--- src/rtl/urv_irq_ctrl.sv ---
// urv_irq_ctrl: machine-mode trap/interrupt controller with prioritised level-sensitive IRQs and optional vectored mtvec
module urv_irq_ctrl #(
    parameter int          NUM_IRQ     = 4,
    parameter int          VECTORED    = 1,
    parameter logic [31:0] RESET_MTVEC = 32'h0000_0000
) (
    input  logic               clk_i,
    input  logic               rst_i,
    input  logic               x_stall_i,
    input  logic               x_kill_i,
    input  logic               d_is_csr_i,
    input  logic               d_is_mret_i,
    input  logic [11:0]        d_csr_sel_i,
    input  logic [31:0]        x_csr_write_value_i,
    input  logic               exp_tick_i,
    input  logic [NUM_IRQ-1:0] exp_irq_i,
    input  logic               x_exception_i,
    input  logic [3:0]         x_exception_cause_i,
    input  logic [31:0]        x_exception_pc_i,
    input  logic               x_irq_ack_i,
    output logic               irq_req_o,
    output logic [4:0]         irq_cause_o,
    output logic [31:0]        x_trap_target_o,
    output logic [31:0]        x_mret_pc_o,
    output logic [31:0]        csr_mstatus_o,
    output logic [31:0]        csr_mie_o,
    output logic [31:0]        csr_mip_o,
    output logic [31:0]        csr_mtvec_o,
    output logic [31:0]        csr_mepc_o,
    output logic [31:0]        csr_mcause_o
);
    localparam logic [31:0] MIE_MASK = 32'h80 | (((32'h1 << NUM_IRQ) - 32'h1) << 16);
    logic               r_mstatus_mie;
    logic               r_mstatus_mpie;
    logic [31:0]        r_mie;
    logic               r_tip;
    logic [NUM_IRQ-1:0] r_eip;
    logic [31:0]        r_mepc;
    logic [31:0]        r_mcause;
    logic [31:0]        r_mtvec;
    logic               w_csr_we;
    logic               w_mret;
    logic               w_take_irq;
    logic [31:0]        w_mip;
    logic [31:0]        w_active;
    logic [4:0]         w_cause;
    logic [31:0]        w_base;
    assign w_csr_we   = d_is_csr_i & ~x_stall_i & ~x_kill_i;
    assign w_mret     = d_is_mret_i & ~x_stall_i & ~x_kill_i;
    // a simultaneous exception pre-empts the interrupt, so the ack is not consumed
    assign w_take_irq = x_irq_ack_i & irq_req_o & ~x_exception_i;
    assign w_mip      = (32'(r_eip) << 16) | (32'(r_tip) << 7);
    assign w_active   = w_mip & r_mie;
    assign irq_req_o  = r_mstatus_mie & |w_active;
    always_comb begin
        w_cause = w_active[7] ? 5'd7 : 5'd0;
        for (int i = NUM_IRQ - 1; i >= 0; i--)
            if (w_active[16+i]) w_cause = 5'(16 + i);
    end
    assign irq_cause_o     = irq_req_o ? w_cause : 5'd0;
    assign w_base          = {r_mtvec[31:2], 2'b00};
    assign x_trap_target_o = (r_mtvec[0] & irq_req_o) ? w_base + {25'd0, irq_cause_o, 2'b00} : w_base;
    always_ff @(posedge clk_i) begin
        if (rst_i) begin
            r_mstatus_mie  <= 1'b0;
            r_mstatus_mpie <= 1'b0;
            r_mie          <= 32'd0;
            r_tip          <= 1'b0;
            r_eip          <= '0;
            r_mepc         <= 32'd0;
            r_mcause       <= 32'd0;
            r_mtvec        <= RESET_MTVEC;
        end else begin
            r_eip <= exp_irq_i;
            r_tip <= exp_tick_i | (r_tip & ~((w_take_irq & (irq_cause_o == 5'd7)) |
                     (w_csr_we & (d_csr_sel_i == 12'h344) & ~x_csr_write_value_i[7])));
            if (x_exception_i || w_take_irq) begin
                r_mstatus_mpie <= r_mstatus_mie;
                r_mstatus_mie  <= 1'b0;
                r_mepc         <= {x_exception_pc_i[31:2], 2'b00};
                r_mcause       <= x_exception_i ? {28'd0, x_exception_cause_i} : {1'b1, 26'd0, irq_cause_o};
            end else if (w_mret) begin
                r_mstatus_mie  <= r_mstatus_mpie;
                r_mstatus_mpie <= 1'b1;
            end else if (w_csr_we) begin
                if (d_csr_sel_i == 12'h300) begin
                    r_mstatus_mie  <= x_csr_write_value_i[3];
                    r_mstatus_mpie <= x_csr_write_value_i[7];
                end
                if (d_csr_sel_i == 12'h341) r_mepc <= {x_csr_write_value_i[31:2], 2'b00};
                if (d_csr_sel_i == 12'h342) r_mcause <= x_csr_write_value_i;
            end
            if (w_csr_we && d_csr_sel_i == 12'h304) r_mie <= x_csr_write_value_i & MIE_MASK;
            if (w_csr_we && d_csr_sel_i == 12'h305)
                r_mtvec <= {x_csr_write_value_i[31:2], 1'b0, (VECTORED != 0) & x_csr_write_value_i[0]};
        end
    end
    assign x_mret_pc_o   = r_mepc;
    assign csr_mstatus_o = {24'd0, r_mstatus_mpie, 3'd0, r_mstatus_mie, 3'd0};
    assign csr_mie_o     = r_mie;
    assign csr_mip_o     = w_mip;
    assign csr_mtvec_o   = r_mtvec;
    assign csr_mepc_o    = r_mepc;
    assign csr_mcause_o  = r_mcause;
endmodule

--- config.mk ---
export PLATFORM = sky130hd
export DESIGN_NAME = urv_irq_ctrl
export DESIGN_NICKNAME = d
export VERILOG_FILES = /design/src/rtl/urv_irq_ctrl.sv
export SDC_FILE = /design/constraint.sdc
export NUM_CORES = 1
export LEC_CHECK = 0
export CORE_AREA = 2 2 137 139
export CTS_BUF_LIST = sky130_fd_sc_hd__clkbuf_2
export DETAILED_ROUTE_END_ITERATION = 6
export DIE_AREA = 0 0 139 141
export GPL_ROUTABILITY_DRIVEN = 0
export PLACE_DENSITY = 0.69
export SYNTH_ARGS = -nofsm -noshare
export SYNTH_HDL_FRONTEND = slang
export SYNTH_SLANG_ARGS = --single-unit
--- constraint.sdc ---
create_clock -name clk_i -period 3.2 [get_ports clk_i]
set_input_delay 0.64 -clock clk_i [delete_from_list [all_inputs] [get_ports clk_i]]
set_output_delay 0.64 -clock clk_i [all_outputs]
set_load 0.1 [all_outputs]
==> results of run 1 <==
where the power goes:
group          internal, µW  switching (µW)
registers              1340            28.7
logic                   213            1040
clock network           186             480
total                  1740            1550
cells by family after synthesis:
| kind of cell | Yosys count | synth area share [%] |
|---|---|---|
| adder cells (fa/ha/maj) | 5 | 1.20 |
| other | 1 | 0.0641 |
| XOR/XNOR | 28 | 4.19 |
| buffers and inverters | 165 | 19.1 |
| flip-flops | 105 | 35.9 |
| AO/OA/AOI/OAI | 83 | 9.28 |
| multiplexers | 73 | 12.5 |
| AND/OR/NAND/NOR | 231 | 17.7 |
synthesized netlist by cell type (2+ instances only):
cell,count
a31oi_1,4
o221ai_1,2
xnor2_1,18
ha_1,4
or3_1,2
a211oi_1,33
and4_1,2
xor2_1,10
mux2_2,2
buf_4,126
a22oi_1,3
nand3_1,12
nand4_1,11
nor4_1,5
inv_1,4
mux2i_1,71
and2_1,5
and3_1,2
buf_2,13
a21oi_1,31
nor2_1,85
dfxtp_1,105
nor3_1,4
clkbuf_1,20
o21ai_0,4
nor2b_1,9
nand2_1,86
layout make-up:
type	count	area, µm²
fill	1706	8710
clock inverter	4	52.6
multi-input combinational	512	3880
clock buffer	11	55.1
tap	234	293
antenna	1	2.50
inverter	4	15.0
timing repair buffer	324	3130
sequential	105	2140
worst max-delay path: stages, from the launching register on:
cell and delay, ns:
dfxtp_4 0.41, a22oi_2 0.26, buf_4 0.18, nand2_4 0.05, a21oi_4 0.18, fa_2 0.24, a21o_1 0.16, a31o_4 0.20
nand2_4 0.09, or3_4 0.40, xnor2_4 0.16, buf_12 0.19
timing repair:
action,CTS,global route
pin swaps,19,25
setup endpoints to repair,30,30
buffers inserted,14,10
gates resized for setup,34,23
worst min path at each step:
stage                               endpoint  slack, ns                     startpoint  cells after the start
3_5_place_dp    csr_mcause_o[5]$_SDFFE_PP0P_       0.44   csr_mcause_o[5]$_SDFFE_PP0P_                      2
3_3_place_gp   csr_mcause_o[11]$_SDFFE_PP0P_       0.44  csr_mcause_o[11]$_SDFFE_PP0P_                      2
6_report         csr_mtvec_o[5]$_SDFFE_PP0P_       0.44                          rst_i                      2
4_1_cts          csr_mtvec_o[4]$_SDFFE_PP0P_       0.38                          rst_i                      2
2_1_floorplan     r_mstatus_mie$_SDFFE_PP0P_       0.49    r_mstatus_mpie$_SDFFE_PP0P_                      2
5_1_grt          csr_mtvec_o[0]$_SDFFE_PP0P_       0.37                          rst_i                      2
metrics by stage:
stage / power (µW) / util (%) / cell area (µm²)
2_1_floorplan: 2500 / - / 6890
3_3_place_gp: 2640 / 49.2 / 8990
3_5_place_dp: 2640 / 49.2 / 8990
4_1_cts: 3320 / 51.4 / 9390
5_1_grt: 3400 / 52.3 / 9560
6_report: 3290 / 52.3 / 9560
sequential cells by signal, indices dropped and copies added, names as in the netlist:
signal	count
csr_mcause_o	32
csr_mtvec_o	31
csr_mepc_o	30
csr_mie_o	5
r_eip	4
r_mstatus_mie	1
r_mstatus_mpie	1
r_tip	1
metal layers:
metal  share of wire, %  wire length [µm]  GRT usage (%)  vias up
met3                5.3              1100           3.13       21
met4                1.6               332           6.27        0
met2                 52             10600           36.5      233
li1                   -                 -              -     2655
met5                  0                 0              0        -
met1                 42              8540           25.2     2616
==> results.ini, run 1 <==
[placed_design]
dp.cells = 1156
post-dp-hpwl_um = 15300
dp_slack_ns = -0.0418
numPortBuffers = 260

[grt]
grt_overflow = 0
antenna_found_initial = 1
grt_first_pass_wirelength_um = 30800
grt_pass1_vias = 5273
track_usage_pct = 20.4
grt_max_degree = 50

[floorplan]
io_pins = 355
fp.dieH_um = 141
core_um2 = 18300
die_w_um = 139
start_util_pct = 32.0
fp-row-count = 50
die_area_um2 = 19600

[sta]
final.period_utilization_pct = 118
rsz0062_at_grt = yes
worstMarginPinSlew_ns = 0.611
slew_viol_final = 0
final-hold-violation-count = 0
fin_tns_setup_ns = -13.07
slew_headroom_pct = 59.3
setup_violations = 30
layout_min_cycle_time_ns = 3.79
max_freq_mhz = 264
whs_ns = 0.437
finClkSkew_ns = 0.0413
fin_ws_ns = -0.589

[clocking]
cts_root_buffer = clkbuf_2
cts_buffers = 9
numClockSinks = 105
hold_buffers = 0
clk_latency_ns = 0.63
tritoncts = yes
path_clk_slew_ns = 0.30
clockBufferDepth = 2
cts-htree-levels = 3

[worst_setup_path]
critical_path_required_ns = 2.56
cp_max_fo = 5
path_class = reg2out
timing.rr.end = csr_mepc_o[18]$_SDFFE_PP0P_
endpoint = x_trap_target_o[14]
startpoint_type = flip-flop
critPathArrivalTime_ns = 3.15
r2r_slack_ns = 0.95
reg2reg_depth = 9
timing.rr.start = csr_mie_o[17]$_SDFFE_PP0P_
crit_path_start = csr_mie_o[17]$_SDFFE_PP0P_
critPathCaptureType = output port

[route]
drt_first_pass_iters = 4
wl_per_cell_um = 17.2
routed_wl_um = 20600
viasPerCell = 4.62
vias = 5525
drt-initial-drc-count = 204
antenna_left = 0
drc = 0

[logic_synthesis]
yosysTopAreaCellShare_pct = 35.9
async_flop_share_pct = 0
netlist_area_um2 = 5850
synth-seq-cells = 105
synth.avg_cell_area_um2 = 8.47
ys.flop_type = dfxtp_1
synth_edf_count = 0
yosys.cell_types.count = 45
syn_inst = 691
yosysWarnings = 0
synth_area_leader_cell = dfxtp_1
synthTopCellsByArea = dfxtp_1, buf_4, mux2i_1
ys_seq_area_share_pct = 35.9

[hold_path]
hold_class = in2reg

[cells_and_area]
instances_no_fill = 1195
layout-drive-gt1-share_pct = 36.5
syn_to_final_growth_pct = 63.4
nets = 1054
layout_common_cells = buf_4, dfxtp_1, conb_1, clkdlybuf4s50_1, nor2_1
final_common_cell = buf_4

[outcome]
status = finished, violations left
failed_checks = negative setup slack

[run]
cap_violations = 0

[pwr]
power_leakage_uw = 0.00445
powerDensity_nw_per_um2 = 344
ir_drop_mv = 0.244

Note: power is estimated with default switching activity, not from simulation.
==> run 2, diff against run 1 <==
- REMOVE_ABC_BUFFERS: default -> 1
==> run 2 against run 1 <==
The run still ends with negative setup slack left. Non-clock buffer count is 15 lower. Final area is 6.0% lower. Via count is 1.2% lower. Largest power group unchanged.
==> results.ini, run 2 (synthesized netlist as in run 1, its figures left out) <==
[outcome]
status = finished, violations left
failed_checks = negative setup slack

[route]
routed_wl_um = 19200  ; -6.5%
antenna_left = 0  ; unchanged
viasPerCell = 4.63  ; about the same
vias = 5459  ; -1.2%
drt_first_pass_iters = 5  ; +1
wl_per_cell_um = 16.3  ; -5.3%
drt-initial-drc-count = 199  ; -2.5%
drc = 0  ; unchanged

[cells_and_area]
fillCellCount = 1785  ; +4.6%
instances_no_fill = 1180  ; -1.3%
largest_reg_flops = 32  ; unchanged
syn_to_final_growth_pct = 53.6
layout-drive-gt1-share_pct = 32.9  ; -3.6 points
final_common_cell = buf_4
design_area_um2 = 8990  ; -6.0%
layout_common_cells = buf_4, dfxtp_1, conb_1, clkdlybuf4s50_1, nor2_1
antenna_cells = 0  ; -1
nets = 1039  ; -1.4%

[worst_setup_path]
cp_max_fo = 5  ; unchanged
r2r_slack_ns = 0.76  ; -0.19 ns
timing.rr.end = csr_mepc_o[11]$_SDFFE_PP0P_
critPathArrivalTime_ns = 3.12  ; -0.03 ns
reg2reg_depth = 8  ; -1
path_class = reg2out
critPathCaptureType = output port
path_cells = nand2_2, a22o_1, a21oi_4, ha_4, fa_2, a21o_1, a31o_4, nand2_4, or3_4, xnor2_4, buf_12
critPathSlowestCell = dfxtp_2
timing.rr.start = r_eip[1]$_SDFF_PP0_
critical_path_required_ns = 2.56  ; about the same
startpoint_type = flip-flop
slowest_delay_ns = 0.41  ; about the same

[pwr]
powerDensity_nw_per_um2 = 373  ; +8.5%
power_uw = 3350  ; +1.9%
power_leakage_uw = 0.00425  ; -4.5%
ir_drop_mv = 0.226  ; -7.1%

[sta]
layout_min_cycle_time_ns = 3.76  ; -0.0290 ns
slew_headroom_pct = 51.1  ; -8.2 points
setup_violations = 29  ; -3.3%
final-hold-violation-count = 0  ; unchanged
fin_ws_ns = -0.560  ; +0.0290 ns
finClkSkew_ns = 0.0171  ; -0.0242 ns
slew_viol_final = 0  ; unchanged
worstMarginPinSlew_ns = 0.732  ; +0.121 ns
fin_tns_setup_ns = -12.88  ; +0.196 ns
final.period_utilization_pct = 117  ; -0.91 points
max_freq_mhz = 266  ; +0.77%
rsz0062_at_grt = yes

[hold_path]
hold_class = in2reg
whs_endpoint = csr_mepc_o[2]$_SDFFE_PP0P_
min-delay-start = rst_i
min_path_cells = 2  ; unchanged

[clocking]
cts-htree-levels = 3  ; unchanged
tritoncts = yes
path_clk_slew_ns = 0.27  ; -0.03 ns
cts_buffers = 9  ; unchanged
clockBufferDepth = 2  ; unchanged
clk_latency_ns = 0.61  ; -0.02 ns
hold_buffers = 0  ; unchanged
cts_root_buffer = clkbuf_2
numClockSinks = 105  ; unchanged

[grt]
use_met2_pct = 33.1  ; -3.4 points
use_met1_pct = 21.5  ; -3.8 points
grt_overflow = 0  ; unchanged
grt_pass1_vias = 4996  ; -5.3%
grt_max_degree = 53  ; +6.0%
use_met3_pct = 5.13  ; +2.0 points
grt-busiest-layer = met2
track_usage_pct = 18.2  ; -2.2 points
grt_first_pass_wirelength_um = 28000  ; -9.4%
antenna_found_initial = 0  ; -1

[run]
cap_violations = 0  ; unchanged

[placed_design]
dp.cells = 1155  ; -0.087%
numPortBuffers = 260  ; unchanged
post-dp-hpwl_um = 14100  ; -7.9%
dp_slack_ns = -0.282  ; -0.240 ns
place_area_um2 = 8250  ; -8.2%

[floorplan]
die_area_um2 = 19600  ; unchanged
die_w_um = 139  ; unchanged
fp.dieH_um = 141  ; unchanged
core_um2 = 18300  ; unchanged
start_util_pct = 32.0  ; unchanged
io_pins = 355  ; unchanged
fp-row-count = 50  ; unchanged

-- run 2: cell count changes in the layout (fill, tap and decap cells not counted), moves of 5 or more --
cell,previous run,this run
buf_12,35,27
xor2_4,9,1
dfxtp_2,2,10
dfxtp_4,9,0
xnor2_1,0,5
xnor2_4,16,6
buf_6,7,2
nand2_4,7,2
buf_4,192,186
xnor2_2,2,7
-- run 2: metrics by stage --
stage / hold slack, ns / util, %
final: 0.199 / 49.2
after global placement: 0.439 / 45.2
after floorplan: 0.708 / -
after detailed placement: 0.444 / 45.2
after CTS: 0.106 / 48.0
after global routing: 0.0905 / 49.2
-- run 2: repair_timing --
item / 4_1_cts / 5_1_grt
gates resized for setup: 66 / 34
endpoints found under the setup margin: 29 / 29
hold endpoints to repair: 0 / 0
pin swaps: 23 / 24
setup buffers: 5 / 6
-- run 2: power by group --
group          internal (µW)  switching [µW]
Combinational            215            1030
Sequential              1350            27.9
Clock                    263             466
Total                   1830            1530
-- run 2: area by class of cell --
class                   instances  area (µm²)  share of cell area, %
repair buffers                309        2970                   33.1
clock inverters                 5        80.1                  0.891
multi-input cells             512        3460                   38.5
inverters                       4        15.0                  0.167
well taps                     234         293                   3.26
flip-flops and latches        105        2110                   23.5
clock buffers                  11        55.1                  0.613
-- run 2: critical path, delay by kind of cell, from the launching register on --
family / cells / cell delay, ns
xor gates and xnor gates: 1 / 0.17
and+or+nand+nor: 3 / 0.54
adders and majority gates: 2 / 0.38
DFF: 1 / 0.41
buffers and inverters: 1 / 0.19
AOI/OAI and AO/OA: 4 / 0.82
-- run 2: metal layers --
metal | share of wire, % | up-vias | routed length (µm)
met5 | 0 | - | 0
met2 | 52 | 214 | 10000
met1 | 40 | 2608 | 7650
li1 | - | 2618 | -
met4 | 1.3 | 0 | 255
met3 | 6.8 | 19 | 1310
-- run 2: worst max-delay path by stage --
stage	start	to
detailed placement	r_eip[1]$_SDFF_PP0_	x_trap_target_o[17]
finish	r_tip$_SDFF_PP0_	x_trap_target_o[14]
floorplan	csr_mie_o[7]$_SDFFE_PP0P_	x_trap_target_o[14]
CTS	r_tip$_SDFF_PP0_	x_trap_target_o[14]
global placement	r_eip[1]$_SDFF_PP0_	x_trap_target_o[21]
global route	r_eip[1]$_SDFF_PP0_	x_trap_target_o[27]
